File: src/rtl/ipsxe_floating_point_fl2fx_pkg.sv
// ipsxe_floating_point_fl2fx_pkg: operand classes and saturation constants for the fl2fx pipe
package ipsxe_floating_point_fl2fx_pkg;
  typedef enum logic [1:0] {ZERO, NORM, INF, NAN} cls_t;
  function automatic int bias(int exp_w);
    return (1 << (exp_w - 1)) - 1;
  endfunction
  function automatic logic [127:0] max_pos(int out_w);
    return (128'(1) << (out_w - 1)) - 128'(1);
  endfunction
  function automatic logic [127:0] min_neg(int out_w);
    return 128'(1) << (out_w - 1);
  endfunction
endpackage

File: src/rtl/ipsxe_floating_point_align_shifter_v1_0.sv
// ipsxe_floating_point_align_shifter_v1_0: bidirectional significand aligner; guard/sticky only with IPSXE_FL2FX_ROUND_NEAREST_EN
module ipsxe_floating_point_align_shifter_v1_0 #(
  parameter int EXP_W = 8,
  parameter int MAN_W = 23,
  parameter int OUT_W = 32
) (
  input  logic [MAN_W:0]         sig,
  input  logic signed [EXP_W+1:0] sh,
  output logic [OUT_W:0]         mag,
`ifdef IPSXE_FL2FX_ROUND_NEAREST_EN
  output logic                   guard,
  output logic                   sticky,
`endif
  output logic                   big
);
  localparam int SW = EXP_W + 2;
  localparam logic signed [SW-1:0] MW = SW'(MAN_W);
  localparam logic signed [SW-1:0] OW = SW'(OUT_W);
  localparam logic signed [SW-1:0] TOP = SW'(OUT_W - 1);
  localparam logic signed [SW-1:0] M1 = '1;
  logic [SW-1:0] lsh, rsh;
  logic [OUT_W:0] lw;
  logic [MAN_W:0] q;
`ifdef IPSXE_FL2FX_ROUND_NEAREST_EN
  logic [2*MAN_W+1:0] rw;
`endif
  always_comb begin
    lsh = sh - MW;
    rsh = MW - sh;
    lw = (OUT_W+1)'(sig) << lsh;
`ifdef IPSXE_FL2FX_ROUND_NEAREST_EN
    rw = {sig, (MAN_W+1)'(0)} >> rsh;
    q = rw[2*MAN_W+1 -: MAN_W+1];
    guard = sh < MW && sh >= M1 && rw[MAN_W];
    sticky = sh < M1 || (sh < MW && |rw[MAN_W-1:0]);
`else
    q = sig >> rsh;
`endif
    big = sh >= TOP;
    // at sh == OUT_W-1 the magnitude stays exact so -2^(OUT_W-1) survives
    mag = sh >= OW ? '1 : sh >= MW ? lw : sh < M1 ? '0 : (OUT_W+1)'(q);
  end
endmodule

File: src/rtl/ipsxe_floating_point_fl2fx_pipe_v1_0.sv
// ipsxe_floating_point_fl2fx_pipe_v1_0: 3-stage float to fixed converter; IPSXE_FL2FX_ROUND_NEAREST_EN selects RNE over truncation
module ipsxe_floating_point_fl2fx_pipe_v1_0
  import ipsxe_floating_point_fl2fx_pkg::*;
#(
  parameter int EXP_W  = 8,
  parameter int MAN_W  = 23,
  parameter int OUT_W  = 32,
  parameter int FRAC_W = 0
) (
  input  logic                   i_clk,
  input  logic                   i_rst,
  input  logic                   i_valid,
  output logic                   o_ready,
  input  logic [EXP_W+MAN_W:0]   i_data,
  output logic                   o_valid,
  input  logic                   i_ready,
  output logic [OUT_W-1:0]       o_data,
  output logic                   o_ovf,
  output logic                   o_inv
);
  localparam int SW = EXP_W + 2;
  localparam logic signed [SW-1:0] SH_OFS = SW'(FRAC_W - bias(EXP_W));
  localparam logic [OUT_W:0] MAXP = (OUT_W+1)'(max_pos(OUT_W));
  localparam logic [OUT_W:0] MINN = (OUT_W+1)'(min_neg(OUT_W));
  logic en;
  logic sgn_c;
  logic [EXP_W-1:0] exp_c;
  logic [MAN_W-1:0] man_c;
  cls_t cls_c;
  logic v1, s1_sgn;
  cls_t s1_cls;
  logic signed [SW-1:0] s1_sh;
  logic [MAN_W-1:0] s1_man;
  logic [OUT_W:0] mag;
  logic big;
  logic v2, s2_sgn, s2_big;
  cls_t s2_cls;
  logic [OUT_W:0] s2_mag;
`ifdef IPSXE_FL2FX_ROUND_NEAREST_EN
  logic guard, sticky, s2_g, s2_s;
`endif
  logic rnd, over, ovf_c, inv_c;
  logic [OUT_W:0] rm;
  logic [OUT_W-1:0] sat, data_c;
  assign en = !o_valid || i_ready;
  assign o_ready = en;
  assign {sgn_c, exp_c, man_c} = i_data;
  always_comb cls_c = exp_c == '0 ? ZERO : exp_c != '1 ? NORM : man_c == '0 ? INF : NAN;
  ipsxe_floating_point_align_shifter_v1_0 #(
    .EXP_W(EXP_W), .MAN_W(MAN_W), .OUT_W(OUT_W)
  ) u_align (
    .sig({1'b1, s1_man}),
    .sh(s1_sh),
    .mag(mag),
`ifdef IPSXE_FL2FX_ROUND_NEAREST_EN
    .guard(guard),
    .sticky(sticky),
`endif
    .big(big)
  );
  always_comb begin
`ifdef IPSXE_FL2FX_ROUND_NEAREST_EN
    rnd = s2_g && (s2_s || s2_mag[0]);
`else
    rnd = 1'b0;
`endif
    rm = s2_mag + (OUT_W+1)'(rnd);
    sat = s2_sgn ? MINN[OUT_W-1:0] : MAXP[OUT_W-1:0];
    over = s2_sgn ? rm > MINN : s2_big || rm > MAXP;
    data_c = (s2_cls == NAN || s2_cls == ZERO) ? '0 : (s2_cls == INF || over) ? sat : s2_sgn ? -rm[OUT_W-1:0] : rm[OUT_W-1:0];
    ovf_c = s2_cls == INF || (s2_cls == NORM && over);
    inv_c = s2_cls == NAN;
  end
  always_ff @(posedge i_clk) begin
    if (en) begin
      s1_sgn <= sgn_c;
      s1_cls <= cls_c;
      s1_sh <= SW'(exp_c) + SH_OFS;
      s1_man <= man_c;
      s2_sgn <= s1_sgn;
      s2_cls <= s1_cls;
      s2_mag <= mag;
      s2_big <= big;
`ifdef IPSXE_FL2FX_ROUND_NEAREST_EN
      s2_g <= guard;
      s2_s <= sticky;
`endif
    end
    if (i_rst) begin
      v1 <= 1'b0;
      v2 <= 1'b0;
      o_valid <= 1'b0;
      o_data <= '0;
      o_ovf <= 1'b0;
      o_inv <= 1'b0;
    end else if (en) begin
      v1 <= i_valid;
      v2 <= v1;
      o_valid <= v2;
      o_data <= data_c;
      o_ovf <= ovf_c;
      o_inv <= inv_c;
    end
  end
endmodule

File: config.mk
export PLATFORM = sky130hd
export DESIGN_NAME = ipsxe_floating_point_fl2fx_pipe_v1_0
export DESIGN_NICKNAME = d
export VERILOG_FILES = /design/src/rtl/ipsxe_floating_point_fl2fx_pkg.sv /design/src/rtl/ipsxe_floating_point_align_shifter_v1_0.sv /design/src/rtl/ipsxe_floating_point_fl2fx_pipe_v1_0.sv
export SDC_FILE = /design/constraint.sdc
export NUM_CORES = 1
export LEC_CHECK = 0
export CORE_MARGIN = 2
export CORE_UTILIZATION = 35
export CTS_CLUSTER_SIZE = 14
export DETAILED_ROUTE_END_ITERATION = 10
export GPL_ROUTABILITY_DRIVEN = 0
export SETUP_SLACK_MARGIN = 0.1
export SLEW_MARGIN = 20
export SYNTH_ARGS = -nofsm -noshare
export SYNTH_HDL_FRONTEND = slang
export SYNTH_HIERARCHICAL = 1
export SYNTH_SLANG_ARGS = --single-unit
File: constraint.sdc
create_clock -name i_clk -period 5 [get_ports i_clk]
set_input_delay 1 -clock i_clk [delete_from_list [all_inputs] [get_ports i_clk]]
set_output_delay 1 -clock i_clk [all_outputs]
set_load 0.1 [all_outputs]
# Yosys cells after proc, flatten, opt, wreduce, memory -nomap -nowiden
# Cells that the tools add are included.
totals:
  out_inout_bits: 36
  elab_cells: 51
  register_bits: 110
  inputBits: 36
classes:
  shifts: 2
  eq_ne: 4
  n_lt_le_gt_ge: 6
  n_reduce_logical: 11
  n_addsub: 4
  mux: 9
ops:
  columns: ["op", "n"]
  rows:
  - ["2-to-1 mux 32 bit", 4]
  - ["> comparator 33 x 31 -> 1 bit (second input constant)", 1]
  - ["> comparator 33 x 32 -> 1 bit (second input constant)", 1]
  - ["2-to-1 mux 33 bit", 1]
  - ["<< shifter 24 x 10 -> 33 bit", 1]
  - ["negation 32 bit", 1]
  - ["2-to-1 mux 24 bit", 1]
  - [">> shifter 24 x 10 -> 24 bit", 1]
  - ["logical NOT 23 bit", 1]
  - [">= comparator 10 x 6 -> 1 bit (second input constant)", 2]
  - ["adder 9 x 8 -> 10 bit (second input constant)", 1]
  - [">= comparator 10 x 7 -> 1 bit (second input constant)", 1]
  - ["< comparator 10 x 1 -> 1 bit (second input constant)", 1]
  - ["subtractor 10 x 6 -> 10 bit (second input constant)", 1]
  - ["subtractor 6 x 10 -> 10 bit (first input constant)", 1]
  - ["logical NOT 8 bit", 1]
  - ["!= test 8 bit (second input constant)", 1]
  - ["logical OR 1 bit", 5]
  - ["== test 2 bit (second input constant)", 2]
  - ["2-to-1 mux 1 bit", 3]
  - ["== test 2 x 1 -> 1 bit (second input constant)", 1]
  - ["logical NOT 2 bit", 1]
  - ["OR reduction 2 bit", 1]
  - ["logical AND 1 bit", 1]
  - ["logical NOT 1 bit", 1]

# Logic depth before layout (Yosys ltp)
logic_depth:
  depth_word: 6
  ltp_mapped: 11

# Modules after synthesis
# The synthesis kept the hierarchy.
by_module_without_submodules:
  columns: ["mod", "seq_area_each_um2", "instances", "cells_each", "area_per_inst_um2"]
  rows:
  - ["ipsxe_floating_point_fl2fx_pipe_v1_0", 2932.8, 1, 377, 4685.7]
  - ["ipsxe_floating_point_align_shifter_v1_0", 0.0, 1, 440, 3448.3]

# Worst setup path before layout
# Ideal clock, no wire load.
synth_timing:
  path_kind: "in2out"
  startpoint: "in i_ready"
  endpoint: "out o_ready"
  path_buffers: 1
  slack_ns: 0.759
  path_stages: 3
  arrival_ns: 3.241
  path_cell_list: "nor2b_1 > clkbuf_1 > inv_1"
synth_via:
  elab_chain_cells: 1
synth_lines:
  columns: ["element", "line_no", "text"]
  rows:
  - ["start, declared", "ipsxe_floating_point_fl2fx_pipe_v1_0.sv:16", "input logic i_ready,"]
  - ["logical OR 1 bit", "ipsxe_floating_point_fl2fx_pipe_v1_0.sv:45", "assign en = !o_valid || i_ready;"]
  - ["end, declared", "ipsxe_floating_point_fl2fx_pipe_v1_0.sv:13", "output logic o_ready,"]
# Every way passes these cells.

# Worst setup path after layout
layout_timing:
  startpoint: "reg s1_sh[3]"
  endpoint: "reg s2_mag[8], data pin"
layout_via:
  elab_chain_cells: 4
layout_lines:
  columns: ["element", "line_no", "text"]
  rows:
  - ["start, declared", "ipsxe_floating_point_fl2fx_pipe_v1_0.sv:32", "logic signed [SW-1:0] s1_sh;"]
  - ["start signal, assigned", "ipsxe_floating_point_fl2fx_pipe_v1_0.sv:78", "s1_sh <= SW'(exp_c) + SH_OFS;"]
  - ["subtractor 6 x 10 -> 10 bit", "ipsxe_floating_point_align_shifter_v1_0.sv:29", "rsh = MW - sh;"]
  - [">> shifter 24 x 10 -> 24 bit", "ipsxe_floating_point_align_shifter_v1_0.sv:37", "q = sig >> rsh;"]
  - ["2-to-1 mux 24 bit", "ipsxe_floating_point_align_shifter_v1_0.sv:41", "mag = sh >= OW ? '1 : sh >= MW ? lw : sh < M1 ? '0 : (OUT_W+1)'(q);"]
  - ["2-to-1 mux 33 bit", "ipsxe_floating_point_align_shifter_v1_0.sv:41", null]
  - ["end signal, assigned", "ipsxe_floating_point_fl2fx_pipe_v1_0.sv:82", "s2_mag <= mag;"]
  - ["end, declared", "ipsxe_floating_point_fl2fx_pipe_v1_0.sv:38", "logic [OUT_W:0] s2_mag;"]
# Several ways; a longest one is shown, not always the timed one.
# A chain may end at the register's enable or synchronous reset.

==> metrics <==
outcome=finished clean; f_max=289 MHz; final setup violation count=0; Syn Area/Cell=9.96 um^2; FF-to-FF End=s2_mag[8]; worst setup path start=s1_sh[3]; DP Area=8970 um^2; min Tclk post-route=3.46 ns; Critical Path Sink Type=register; Least-Margin Pin Slew=1.07 ns; clk slew on worst S/H paths=0.07 ns; Initial Util=0.358; total CTS buffers=9; Clk Latency, worst-skew pair=0.36 ns; Slew Limit Fails=0; worst-case clock buffer depth=2; sequential cell area=2930 um^2; post_cts resized=0; number of setup buffers added after CTS=0; dpl hpwl=16800 um; first-pass GRT wire length=34200 um; Sequential Power Share=0.390; crit path launch type=register; # clock sinks=110; Final Skew=0.00855 ns; Int Power=1.81 mW; RSZ-0062 raised after global routing=false; Yosys reg bits=110; H-tree depth=3; ANT nets after route=0; Max Cap Violations=0; final wirelength=22000 um; switching share of power=0.397; CP Class=reg2reg; Synth top area share=0.269; Net Sw Power=1.19 mW; Vias=6640; CTS tree=built; die area=24500 um^2; EDFF count, synth=73; post-route cell area=9270 um^2; min-delay worst type=reg2reg; number of global-route vias before repair=5984; Post-Synthesis Cell Area=8130 um^2; area delta synth->final=14.0%; # rows=55; Final Hold Violating Endpoints=0; Levels on crit path=7; Ports=72; Clock power frac=0.237; Core Area=22700 um^2; Filler cells=2209; Die W=156 um; die height=156 um; total grt overflow=0; final setup TNS=0 ns; vias per cell=5.79; CP peak stage delay=0.84 ns; # diodes=0; multi-input logic area=4820 um^2; Initial DRC Count=511; Slew HR=0.285; R2R Setup Slk=1.54 ns; Logic pwr share=0.373; critical path arrival=3.57 ns; Pleak=3.38 nW; worst path cell trace=inv_2 -> ha_1 -> a41oi_4 -> mux4_2 -> o21ai_1 -> a21oi_1 -> a311o_1; largest net degree at the start of global routing=67; Remaining DRCs=0; Avg WL per Cell=19.2 um; TritonRoute pass-1 iters=5; PD cells=325 nW/um^2; share of cells above drive strength 1=0.116; top post-synthesis cells by area=edfxtp_1 27%, dfxtp_1 9.1%, mux4_2 7.5%; Final nets=904; initial antenna violation count=0; Synth Instances=817; CP Max Fanout=23; CP bufs+invs=1; top_reg_cell synth=edfxtp_1; RR Startpoint=s1_sh[3]; Post-synth ARST share=0; hold path start=s1_sgn; Worst path slowest cell=edfxtp_1; worst setup path endpoint=s2_mag[8]; WP data required=5.11 ns; Final Cycle Share=0.692; gr usage total=0.180; leading area contributor after synthesis=edfxtp_1; delay-heaviest family, CP=compound AO/OA/AOI/OAI gates; Warnings, synthesis=6; hold-fix buffers at CTS=0; Netlist cell types=77; Root Buffer=clkbuf_16; peak supply drop=0.162 mV; worst r2r path cells=7; Seq/Total Area, Yosys=0.361; I/O Buffers=71
==> worst register-to-register path, delay by kind of cell, from the launching register on <==
family | cells | cell delay (ns)
AO/OA/AOI/OAI | 4 | 1.11
flip-flops | 1 | 0.84
multiplexers | 1 | 0.56
buffers and inverters | 1 | 0.36
adder cells (fa/ha/maj) | 1 | 0.35
==> logic make-up after synthesis <==
kind of cell	after synthesis	synth area share
and+or+nand+nor	246	0.151
AOI/OAI and AO/OA	220	0.191
DFF	110	0.361
muxes	104	0.178
buffers and inverters	80	0.0518
xor gates and xnor gates	44	0.0483
adders and majority gates	12	0.0185
other	1	0.000461
==> worst min-delay path by stage <==
| stage | end | depth (start not counted) |
|---|---|---|
| 2_1_floorplan | s2_cls[0] | 0 |
| 3_3_place_gp | s2_cls[0] | 0 |
| 3_5_place_dp | s2_sgn | 0 |
| 4_1_cts | s2_sgn | 0 |
| 5_1_grt | s2_sgn | 0 |
| 6_report | s2_sgn | 0 |
==> registers in the layout, indices dropped and copies added, names as in the netlist <==
signal and cells:
o_inv 1, s2_sgn 1, s2_cls 2, s1_man 23, o_data 32, o_ovf 1, s2_mag 33, v1 1
s1_sgn 1, s1_sh 10, s2_big 1, v2 1, o_valid 1, s1_cls 2
==> cell usage after synthesis (10+ instances only) <==
cell type,count
a22o_1,20
inv_1,17
buf_2,14
xor2_1,29
nor4_1,13
o31ai_1,10
nand2_1,89
nor2_1,44
ha_1,12
a21oi_1,43
nand3_1,22
o21ai_0,42
dfxtp_1,37
nand4_1,10
edfxtp_1,73
mux2i_1,59
clkbuf_1,28
mux2_2,15
nor3_1,17
a31oi_1,18
xnor2_1,14
o211ai_1,17
mux4_2,27
==> layer usage <==
layer | GRT usage | vias to the layer above | share of wire
li1 | - | 3221 | -
met1 | 0.243 | 3092 | 0.46
met2 | 0.291 | 268 | 0.45
met3 | 0.0285 | 59 | 0.052
met4 | 0.0677 | 0 | 0.040
met5 | 0 | - | 0
==> metrics by stage <==
step | hold WS [ns] | util | total power, mW | setup WS, ns | std cells
floorplan | 0.400 | - | 2.02 | 0.759 | 823
global placement | 0.402 | 0.395 | 2.30 | 1.67 | 1130
detailed placement | 0.407 | 0.395 | 2.30 | 1.54 | 1130
CTS | 0.423 | 0.408 | 3.02 | 1.53 | 1146
global route | 0.433 | 0.408 | 3.14 | 1.26 | 1146
finish | 0.419 | 0.408 | 3.01 | 1.54 | 1146
==> placed cells by master (no fill, tap or decap), types with 16 or more instances in the layout <==
master            n
mux4_2           27
dfxtp_1          37
nor2_1           44
nand3_1          22
xor2_1           28
a21oi_1          43
a22o_1           20
o211ai_1         17
mux2i_1          59
edfxtp_1         73
nor3_1           17
o21ai_0          42
a31oi_1          18
nand2_1          89
inv_1            16
clkdlybuf4s50_1  70
==> power groups by stage <==
stage          combinational (mW)  clock (mW)  sequential, mW
3_3_place_gp                 1.11           0            1.19
5_1_grt                      1.19       0.759            1.19
3_5_place_dp                 1.11           0            1.19
4_1_cts                      1.11       0.736            1.17
6_report                     1.12       0.712            1.17
2_1_floorplan               0.623           0            1.39
==> cell type report <==
type                    count  share of cell area
multi-input cells         633               0.520
flip-flops and latches    110               0.316
repair buffers             84              0.0869
well taps                 285              0.0385
clock buffers              10              0.0258
inverters                  18             0.00729
clock inverters             6             0.00553
(Power assumes the default switching activity.)
